--- src/rtl/loader_pkg.sv ---
// Shared types and constants for the instruction loader.
// FSM encoding plus word geometry helpers.
package loader_pkg;

  typedef enum logic [2:0] {
    S_IDLE = 3'd0,
    S_HDR  = 3'd1,
    S_DATA = 3'd2,
    S_DONE = 3'd3,
    S_ERR  = 3'd4
  } state_e;

  localparam int INSTRUC_SIZE_DEF = 32;
  localparam int BYTES_PER_WORD   = INSTRUC_SIZE_DEF / 8;

  function automatic int bytes_per_word(input int w);
    return w / 8;
  endfunction

endpackage

--- src/rtl/instruc_loader_assembler.sv ---
// Byte-to-word shift assembler, first byte lands in the MSBs.
// word_o/word_ready_o are valid in the cycle the last byte is taken.
module byte_word_assembler
  import loader_pkg::*;
#(
  parameter int W = 32
) (
  input  logic         clk,
  input  logic         reset,
  input  logic         flush_i,
  input  logic         byte_en_i,
  input  logic [7:0]   byte_i,
  output logic [W-1:0] word_o,
  output logic         word_ready_o
);

  localparam int BPW = bytes_per_word(W);
  localparam int CW  = $clog2(BPW + 1);

  logic [W-1:0]  sh_q, sh_d;
  logic [CW-1:0] cnt_q, cnt_d;

  assign word_o       = W'({sh_q, byte_i});
  assign word_ready_o = byte_en_i && (cnt_q == CW'(BPW - 1));

  // Shift in accepted bytes; count restarts after a full word.
  always_comb begin
    sh_d  = sh_q;
    cnt_d = cnt_q;
    if (flush_i) begin
      sh_d  = '0;
      cnt_d = '0;
    end else if (byte_en_i) begin
      sh_d  = word_o;
      cnt_d = word_ready_o ? '0 : cnt_q + CW'(1);
    end
  end

  // Assembler state registers.
  always_ff @(posedge clk or negedge reset) begin
    if (!reset) begin
      sh_q  <= '0;
      cnt_q <= '0;
    end else begin
      sh_q  <= sh_d;
      cnt_q <= cnt_d;
    end
  end

endmodule

--- src/rtl/instruc_loader.sv ---
// Serial-byte instruction loader: header count, MSB-first words,
// sequential memory writes, CPU hold and idle timeout.
module instruc_loader
  import loader_pkg::*;
#(
  parameter int INSTRUC_SIZE = 32,
  parameter int ARG_SIZE     = 8,
  parameter int TIMEOUT      = 1000000
) (
  input  logic                    clk,
  input  logic                    reset,
  input  logic                    arm,
  input  logic                    byte_valid,
  input  logic [7:0]              byte_data,
  output logic                    byte_ready,
  output logic                    mem_wr_en,
  output logic [ARG_SIZE-1:0]     mem_addr,
  output logic [INSTRUC_SIZE-1:0] mem_wr_data,
  output logic                    cpu_hold,
  output logic                    load_done,
  output logic                    load_err,
  output logic [ARG_SIZE:0]       word_count
);

  localparam int TW = $clog2(TIMEOUT + 1);

  state_e state_q, state_d;

  logic [ARG_SIZE:0]       n_q, n_d;
  logic [ARG_SIZE:0]       wc_q, wc_d;
  logic [ARG_SIZE:0]       wc_inc;
  logic [ARG_SIZE-1:0]     addr_q, addr_d;
  logic [TW-1:0]           tmr_q, tmr_d;
  logic                    wr_q, wr_d;
  logic [INSTRUC_SIZE-1:0] wdata_q, wdata_d;
  logic                    done_q, done_d;
  logic                    err_q, err_d;
  logic                    hold_q, hold_d;
  logic                    flush;
  logic                    accept;
  logic                    word_ready;
  logic [INSTRUC_SIZE-1:0] word;

  assign byte_ready  = (state_q == S_HDR) || (state_q == S_DATA);
  assign accept      = byte_valid && byte_ready;
  assign wc_inc      = wc_q + (ARG_SIZE+1)'(1);

  assign mem_wr_en   = wr_q;
  assign mem_addr    = addr_q;
  assign mem_wr_data = wdata_q;
  assign cpu_hold    = hold_q;
  assign load_done   = done_q;
  assign load_err    = err_q;
  assign word_count  = wc_q;

  byte_word_assembler #(
    .W(INSTRUC_SIZE)
  ) u_asm (
    .clk         (clk),
    .reset       (reset),
    .flush_i     (flush),
    .byte_en_i   (accept && (state_q == S_DATA)),
    .byte_i      (byte_data),
    .word_o      (word),
    .word_ready_o(word_ready)
  );

  // Next-state and registered-output decode.
  always_comb begin
    state_d = state_q;
    n_d     = n_q;
    wc_d    = wc_q;
    addr_d  = addr_q;
    tmr_d   = tmr_q;
    wr_d    = 1'b0;
    wdata_d = wdata_q;
    done_d  = done_q;
    err_d   = err_q;
    hold_d  = hold_q;
    flush   = 1'b0;
    unique case (state_q)
      S_IDLE, S_DONE, S_ERR: begin
        if (arm) begin
          state_d = S_HDR;
          done_d  = 1'b0;
          err_d   = 1'b0;
          wc_d    = '0;
          addr_d  = '0;
          tmr_d   = '0;
          hold_d  = 1'b1;
          flush   = 1'b1;
        end
      end
      S_HDR: begin
        if (accept) begin
          state_d = S_DATA;
          tmr_d   = '0;
          if (byte_data == 8'd0)
            n_d = (ARG_SIZE+1)'(1 << ARG_SIZE);
          else
            n_d = (ARG_SIZE+1)'(byte_data);
        end
      end
      S_DATA: begin
        if (word_ready) begin
          wr_d    = 1'b1;
          wdata_d = word;
        end
        if (wr_q) begin
          addr_d = addr_q + ARG_SIZE'(1);
          wc_d   = wc_inc;
          if (wc_inc == n_q) begin
            state_d = S_DONE;
            done_d  = 1'b1;
            hold_d  = 1'b0;
          end
        end
        if (accept) begin
          tmr_d = '0;
        end else if (tmr_q == TW'(TIMEOUT - 1)) begin
          if (state_d == S_DATA) begin
            state_d = S_ERR;
            err_d   = 1'b1;
            flush   = 1'b1;
          end
        end else begin
          tmr_d = tmr_q + TW'(1);
        end
      end
      default: state_d = S_IDLE;
    endcase
  end

  // State and output registers.
  always_ff @(posedge clk or negedge reset) begin
    if (!reset) begin
      state_q <= S_IDLE;
      n_q     <= '0;
      wc_q    <= '0;
      addr_q  <= '0;
      tmr_q   <= '0;
      wr_q    <= 1'b0;
      wdata_q <= '0;
      done_q  <= 1'b0;
      err_q   <= 1'b0;
      hold_q  <= 1'b0;
    end else begin
      state_q <= state_d;
      n_q     <= n_d;
      wc_q    <= wc_d;
      addr_q  <= addr_d;
      tmr_q   <= tmr_d;
      wr_q    <= wr_d;
      wdata_q <= wdata_d;
      done_q  <= done_d;
      err_q   <= err_d;
      hold_q  <= hold_d;
    end
  end

endmodule
--- config.mk ---
export PLATFORM = sky130hd
export DESIGN_NAME = instruc_loader
export DESIGN_NICKNAME = d
export VERILOG_FILES = /design/src/rtl/loader_pkg.sv /design/src/rtl/instruc_loader_assembler.sv /design/src/rtl/instruc_loader.sv
export SDC_FILE = /design/constraint.sdc
export NUM_CORES = 1
export LEC_CHECK = 0
export ABC_AREA = 1
export CORE_ASPECT_RATIO = 1.5
export CORE_UTILIZATION = 56
export CTS_BUF_LIST = sky130_fd_sc_hd__clkbuf_8 sky130_fd_sc_hd__clkbuf_16
export DETAILED_ROUTE_END_ITERATION = 16
export PLACE_DENSITY = 0.88
export SETUP_SLACK_MARGIN = 0.2
export SYNTH_ARGS = -nofsm -noshare
export SYNTH_HDL_FRONTEND = slang
export SYNTH_SLANG_ARGS = --single-unit
--- constraint.sdc ---
create_clock -name clk -period 3.9 [get_ports clk]
set_input_delay 0.78 -clock clk [delete_from_list [all_inputs] [get_ports clk]]
set_output_delay 0.78 -clock clk [all_outputs]
set_load 0.02 [all_outputs]
==> impl_metrics.py <==
metrics = {
    "outcome": {
        "status": "finished clean",
    },
    "clock_tree": {
        "post_cts_resized": 0,
        "cts_tree": "yes",
        "cts_hold_buffers": 0,
        "cts_buffers": 9,
        "h-tree-depth": 3,
        "insertion_delay_ps": 350,
        "cts_setup_buffers": 0,
        "clock_sinks": 112,
        "path_clk_slew_ps": 70,
        "clock_path_buffers": 2,
        "clock-root-buffer": "clkbuf_16",
    },
    "yosys": {
        "yosys.area_share.simple_pct": 29.2,
        "syn_area_sq_um": 5610,
        "synth_top_family_by_area": "simple AND/OR/NAND/NOR gates",
        "muxShareOfSynthArea_pct": 0,
        "avgSynthCellArea_sq_um": 7.92,
        "synth_edf_count": 0,
        "synth_compound_area_share_pct": 9.70,
        "ys_ff_latch": 112,
        "synthAdderAreaFrac_pct": 0.892,
        "seq_area_frac_synth_pct": 49.9,
        "ys_warn_count": 0,
        "synth_top_flop_cell": "dfrtp_1",
        "postSynth.asyncResetShare_pct": 100,
        "synthCells": 709,
        "syn_nets": 725,
        "synth.distinct_cells": 34,
        "synth-xor-area-share_pct": 1.87,
    },
    "sta": {
        "drv_slew": 0,
        "min_period_ps": 2980,
        "slew_headroom_pct": 37.8,
        "fin_setup_tns_ps": 0,
        "skew_ps": 6.19,
        "holdWs_ps": 211,
        "fmax_mhz": 336,
        "tightest_slew_ps": 930,
        "fin_crit_sh_pct": 76.3,
        "finalSetupViolations": 0,
        "hold_viol": 0,
        "rsz0062_at_grt": "false",
    },
    "routing": {
        "wire_per_inst_um": 15.1,
        "drt-pass1-iter-count": 5,
        "drc": 0,
        "vias_per_cell": 5.54,
        "vias": 4901,
        "drt_iter0_markers": 364,
        "wl_um": 13300,
        "final_antenna_net_count": 0,
    },
    "setup_path": {
        "critPathMaxStageDelay_ps": 610,
        "crit_type": "flip-flop to primary output",
        "crit_path_end_kind": "primary output",
        "cp_slowest_cell": "clkdlybuf4s50_1",
        "critPathBufInv": 3,
        "path_cells": "inv_1 > nand2_2 > nor2_8 > inv_2 > nand2_1 > clkdlybuf4s50_1",
        "cp.required_ps": 3120,
        "cp_top_family": "buffers and inverters",
        "startpoint_type": "flip-flop",
        "cp_max_fo": 18,
        "cp_data_arrival_time_ps": 2200,
    },
    "layout": {
        "nets": 780,
        "regArea_sq_um": 2800,
        "drive_gt1_share_pct": 7.54,
        "fill_cells": 748,
        "multi_input_area_sq_um": 2340,
        "diodes": 0,
        "syn_to_final_growth_pct": 18.5,
    },
    "run": {
        "drv_cap": 0,
    },
    "placed_design": {
        "dp_hpwl_um": 9320,
        "io_buffers": 65,
        "globalplace.congestion": 0.957,
    },
    "pwr": {
        "p_leak_uw": 0.00296,
        "p_sw_share_pct": 38.3,
        "power_density_nw_per_um2": 576,
        "intPower_uw": 2370,
        "p_clk_share_pct": 27.0,
        "power_frac_comb_pct": 33.4,
        "p_sw_uw": 1470,
        "ir_drop_v": 0.000442,
        "pwr-share-seq_pct": 39.5,
    },
    "die": {
        "die_area_sq_um": 10400,
        "die_w_um": 83.7,
        "die_h_um": 125,
        "std_cell_rows": 44,
        "pin_count": 66,
        "core_sq_um": 9690,
        "initial_core_util_pct": 57.9,
    },
    "global_routing": {
        "grt_max_degree": 111,
        "grtUsageTotal_pct": 27.5,
        "antenna_found_initial": 0,
        "grt_pass1_wl_um": 23100,
        "grt_overflow": 0,
        "grt_pass1_vias": 4915,
    },
    "worst_hold_path": {
        "hold_path_class": "input pin to asynchronous set/reset pin",
    },
}
## Yosys cell counts (5+ instances only)
cell type / n / area share (%)
nand3_1: 29 / 2.6
clkbuf_1: 15 / 1.0
nand2_1: 212 / 14
nor2_4: 6 / 1.2
o21ai_0: 67 / 6.0
xor2_1: 7 / 1.1
o21ai_1: 13 / 1.2
nor3_1: 18 / 1.6
a21oi_1: 6 / 0.54
o22ai_1: 6 / 0.67
nor2_1: 44 / 2.9
o31ai_1: 8 / 1.1
xnor2_1: 5 / 0.78
dfrtp_1: 112 / 50
nor2_2: 20 / 2.2
nand4_1: 17 / 1.9
inv_1: 89 / 6.0
## final cells by class
cell class,count,area share [%]
Tap cell,115,2.16
Clock buffer,10,3.59
Sequential cell,112,42.1
Timing Repair Buffer,67,10.2
Multi-Input combinational cell,481,35.2
Clock inverter,6,1.49
Inverter,93,5.25
## worst paths after layout
check                      slack [ps]  cells past startpoint       start              to
setup / recovery                  920                      6  state_q[0]      byte_ready
hold / removal                    210                      1       reset     mem_addr[6]
setup reg to reg                 1120                      9  state_q[0]  mem_wr_data[3]
hold reg to reg                   480                      2   load_done       load_done
max in group asynchronous        2930                      2       reset  mem_wr_data[8]
min in group clk                  480                      2   load_done       load_done
## worst register-to-register path: cells and delay by family (launching register included)
family	cells	cell delay, ps
AO/OA/AOI/OAI	1	370
AND/OR/NAND/NOR	4	1010
buffers and inverters	4	890
flip-flops	1	410
## state kept, by name, indices dropped and copies added, names as in the netlist
register and cells:
n_q 9, u_asm.sh_q 24, mem_wr_en 1, mem_addr 8
u_asm.cnt_q 3, state_q 3, mem_wr_data 32, load_done 1
word_count 9, tmr_q 20, load_err 1, cpu_hold 1
## cell usage in the layout (no fill, tap or decap), types with 8 or more instances in the layout
| cell type | netlist | layout |
|---|---|---|
| clkbuf_16 | 0 | 9 |
| clkdlybuf4s50_1 | 0 | 64 |
| dfrtp_1 | 112 | 112 |
| inv_1 | 89 | 89 |
| nand2_1 | 212 | 212 |
| nand3_1 | 29 | 29 |
| nand4_1 | 17 | 17 |
| nor2_1 | 44 | 44 |
| nor2_2 | 20 | 20 |
| nor3_1 | 18 | 18 |
| o21ai_0 | 67 | 67 |
| o21ai_1 | 13 | 13 |
| o31ai_1 | 8 | 8 |
## power groups by stage
stage | Clock, uW | Sequential, uW | Combinational (uW)
floorplan | 0 | 1590 | 808
global placement | 0 | 1520 | 1220
detailed placement | 0 | 1530 | 1270
CTS | 1050 | 1510 | 1280
global route | 1090 | 1540 | 1430
finish | 1040 | 1510 | 1280
## stage by stage
step	instances	utilization [%]	power (uW)	instance area [sq um]	setup slack (ps)
4_1_cts	884	68.6	3840	6650	924
3_5_place_dp	868	65.1	2800	6310	822
2_1_floorplan	709	-	2400	5610	1930
6_report	884	68.6	3830	6650	925
3_3_place_gp	868	65.1	2740	6310	967
5_1_grt	884	68.6	4050	6650	785
## layer usage
layer / global-route usage, % / vias up / routed length (um)
met5: 0 / - / 0
met2: 47.0 / 134 / 7020
met1: 34.8 / 2368 / 5490
li1: - / 2366 / -
met4: 12.4 / 0 / 344
met3: 3.38 / 33 / 474
## logic make-up (layout without fill, tap and decap cells)
family,count (synthesis),after routing
buf+inv,116,176
fa+ha+maj,4,4
compound gates,102,102
xor+xnor,12,12
flops,112,112
simple gates,363,363
Note: power is estimated with default switching activity, not from simulation.
==> patch 1: new RTL, config.mk and constraints unchanged <==
The parameter `INSTRUC_SIZE` goes from 32 to 16.
--- a/src/rtl/instruc_loader.sv
+++ b/src/rtl/instruc_loader.sv
@@ -5,3 +5,3 @@
 #(
-  parameter int INSTRUC_SIZE = 32,
+  parameter int INSTRUC_SIZE = 16,
   parameter int ARG_SIZE     = 8,
Ports: changed (resized mem_wr_data); port bits go from 66 to 50. The function was not compared with the original's and may differ.
==> patch 1 against the unedited design <==
Clock skew grew 4.4 ps; total power fell by 22%; sequential cell count fell by 33; worst setup slack worse by 110 ps; combinational power fell by 3%; routed wire length shrank 24%; area after synthesis fell by 25%; design area decreased by 26%; critical path depth stayed put; critical path type unchanged; critical endpoint unchanged; largest cell class unchanged.
==> patch 1: results (changes against the unedited design) <==
[grt]
grt_pass1_vias = 3591  ; -27%
grt_max_degree = 80  ; -28%
grt_pass1_wl_um = 16770  ; -27%
grt.total_usage_pct = 28.13  ; +0.63 points

[timing]
tightestPinTransition_ps = 995.4  ; +65.42 ps
finClkSkew_ps = 10.59  ; +4.404 ps

[final_layout]
multi_input_area_um2 = 1911  ; -18%
clockNetworkAreaShare_pct = 3.816  ; -1.3 points
clkbuf_count = 9  ; -1
n_fill_cell = 568  ; -24%
seq_share_pct = 39.93  ; -2.2 points
drive_gt1_share_pct = 9.565  ; +2.0 points
nets = 585  ; -25%
syn2layout_area_growth_pct = 17.59
largest_reg_flops = 20  ; -38%
nMultiInputCombCells = 362  ; -25%
buf_share_pct = 9.856  ; -0.30 points
n_all_inverters = 69  ; -26%
n_all_buffers = 49  ; -27%

[power]
pwr-share-clk_pct = 20.0  ; -7.0 points
p_leak_nw = 2.193  ; -26%
power.share.sequential_pct = 38.6  ; -0.9 points
sw_frac_of_total_pct = 41.99  ; +3.7 points
peakVddDrop_v = 0.0003970  ; -10%

[drt]
dr.first_iter.drc_count = 243  ; -33%
routedWlPerCell_um = 14.92  ; -1.1%
num_vias = 3710  ; -24%

[critical_path]
r2r_cells = 11  ; +2
cpPeakStageDelay_ps = 620
reg2reg_from = state_q[1]
cpMaxStageDelayCell = clkdlybuf4s50_1
crit_path_max_fanout = 15  ; -3
r2r-end = mem_addr[7]
worstPathArrival_ps = 2300  ; +100 ps
reg2reg_setup_slack_ps = 1470  ; +350 ps
startpoint = state_q[0]
cp-endpoint = byte_ready

[synthesis]
synth_top_area_cell = dfrtp_1
seq_area_frac_synth_pct = 46.95  ; -3.0 points
synth_fa_ha_area_share_pct = 0.8915  ; about the same
synth_xor_area_share_pct = 3.536  ; +1.7 points
ys_top_cells_by_count = nand2_1 (139), dfrtp_1 (79), inv_1 (61)
synth_nets = 537  ; -26%
synth_top_cells_by_area = dfrtp_1 (47%), nand2_1 (12%), inv_1 (5.4%)
synth_compound_area_share_pct = 11.68  ; +2.0 points
ys_types = 38  ; +12%

[cts]
insertion_delay_ps = 370  ; +20 ps
path_clk_slew_ps = 90  ; +20 ps
post_cts_resized = 0  ; unchanged
cts_root_buf = clkbuf_8
cts.sinks = 79  ; -29%
clk_path_buf_depth = 2  ; unchanged

[run_status]
status = completed

[floorplanning]
taps = 100  ; -13%

[placement]
place_area_um2 = 4762  ; -25%
gp_congestion = 0.9276  ; -3.1%
io_buffer_count = 49  ; -25%
dp_hpwl_um = 7336  ; -21%

[worst_hold_path]
hp-class = flip-flop to flip-flop
holdCritStartpoint = u_asm.sh_q[4]

-- patch 1: cell count changes after synthesis, sizes merged, moves of 8 or more --
| cell | before | now |
|---|---|---|
| dfrtp | 112 | 79 |
| nand2 | 215 | 146 |
| inv | 93 | 69 |
| xor2 | 7 | 15 |
| a21oi | 6 | 18 |
| nor2 | 72 | 32 |
| o21ai | 80 | 49 |
| clkbuf | 15 | 6 |
-- patch 1: metrics by stage --
step / std cells / hold slack [ps] / total power, W / setup WS [ps]
CTS: 675 / 482.6 / 0.003004 / 801.8
global placement: 659 / 454.5 / 0.002364 / 1273
finish: 675 / 479.5 / 0.002997 / 816.3
global route: 675 / 498.7 / 0.003175 / 722.0
detailed placement: 659 / 464.7 / 0.002403 / 1232
floorplan: 522 / 443.9 / 0.001990 / 1963
-- patch 1: routing by layer --
layer	vias to the layer above	share of wire, %	track usage (%)
met5	-	0	0
met4	0	3.0	14.43
met3	32	3.7	5.592
met2	93	52	47.60
met1	1753	41	33.60
li1	1832	-	-
==> patch 2: new RTL, config.mk and constraints unchanged <==
Made on the original files. `wdata_q` no longer has a reset.
--- a/src/rtl/instruc_loader.sv
+++ b/src/rtl/instruc_loader.sv
@@ -142,3 +142,2 @@
       wr_q    <= 1'b0;
-      wdata_q <= '0;
       done_q  <= 1'b0;
@@ -153,3 +152,2 @@
       wr_q    <= wr_d;
-      wdata_q <= wdata_d;
       done_q  <= done_d;
@@ -160,2 +158,6 @@
 
+  always_ff @(posedge clk) begin
+    wdata_q <= wdata_d;
+  end
+
 endmodule
Formal check against the unedited RTL: differs if reset is asserted again (counterexample within 10 cycles, from zero or initial values and one cycle with reset low); with reset held inactive, the same outputs for 10 cycles.
==> patch 2 against the unedited design <==
Design area down 1.6%; synthesized cell count is 16% lower; worst setup slack got worse by 120 ps; via count decreased by 12%; routed wire length decreased by 7.0%; sequential cell count is the same; maximum frequency down 3.9%; area after synthesis is 1.9% lower; count of clock-buffer cells in the layout is 1 lower; die area shrank 1.9%; total power is 2.3% lower; clock power decreased by 12%.
==> patch 2: results (changes against the unedited design) <==
[final_layout]
n_fill_cell = 716  ; -4.3%
instances_no_fill = 779  ; -12%
regArea_um2 = 2963  ; +5.7%
nets = 675  ; -13%
drive_gt1_share_pct = 11.30  ; +3.8 points

[power]
p_switching_w = 0.001479  ; +0.96%
combPwrFrac_pct = 33.7  ; +0.3 points
p_int_w = 0.002264  ; -4.3%
peakVddDrop_v = 0.0005004  ; +13%

[grt]
use_met3_pct = 3.605  ; +0.23 points
grt_use_met2_pct = 45.49  ; -1.5 points
grt.met1_usage_pct = 29.62  ; -5.2 points
grt_pass1_vias = 4196  ; -15%
grt_pass1_wl_um = 20100  ; -13%
grt.total_usage_pct = 25.20  ; -2.3 points

[synthesis]
ys_top_cells_by_count = nand2_1 (147), dfrtp_1 (80), inv_1 (68)
seq_area_frac_synth_pct = 53.83  ; +3.9 points
synth_top_cells_by_area = dfrtp_1 (36%), edfxtp_1 (17%), nand2_1 (10%)
async_reset_ff_share_pct = 71.43  ; -29 points
synth_nets = 609  ; -16%
synth_area_per_cell_um2 = 9.282  ; +17%

[drt]
routedWlPerCell_um = 15.92  ; +5.5%
met1Wirelength_um = 4974  ; -9.5%
wl_met3_um = 578  ; +22%
dr.first_iter.drc_count = 324  ; -11%

[timing]
fin_hold_ws_ps = 447.0  ; +236.4 ps
max_slew_margin_pct = 32.77  ; -5.0 points
finalCritPeriodShare_pct = 79.39  ; +3.1 points
finClkSkew_ps = 6.946  ; +0.7576 ps

[critical_path]
crit_path_max_fanout = 17  ; -1
r2r_cells = 8  ; -1

[placement]
dp_hpwl_um = 8749  ; -6.1%
pre_cts_ws_ps = 1025  ; +203.4 ps
gp_congestion = 0.9437  ; -1.4%
place_area_um2 = 6242  ; -1.1%

[run_status]
status = completed

[worst_hold_path]
hp-class = flip-flop to flip-flop

## patch 2: changes by cell type in the layout (fill, tap and decap cells not counted), sizes merged, moves of 14 or more
cell | unedited run | this run
nand2 | 215 | 154
dfrtp | 112 | 80
edfxtp | 0 | 32
inv | 95 | 78
o21ai | 80 | 54
nor2 | 72 | 58
## patch 2: final cells by class
class / instances / share of cell area, %
timing repair buffer: 69 / 10.56
inverter: 74 / 4.246
clock buffer: 9 / 3.442
sequential: 112 / 45.29
multi-input combinational: 393 / 33.12
tap: 115 / 2.199
clock inverter: 7 / 1.147
## patch 2: kinds of logic (layout without fill, tap and decap cells)
| logic type | after synthesis | after routing | share of synthesized area, % |
|---|---|---|---|
| XOR/XNOR | 13 | 13 | 2.069 |
| adder cells (fa/ha/maj) | 4 | 4 | 0.9093 |
| buffers and inverters | 88 | 159 | 6.911 |
| AND/OR/NAND/NOR | 296 | 296 | 28.35 |
| AO/OA/AOI/OAI | 80 | 80 | 7.934 |
| flip-flops | 112 | 112 | 53.83 |
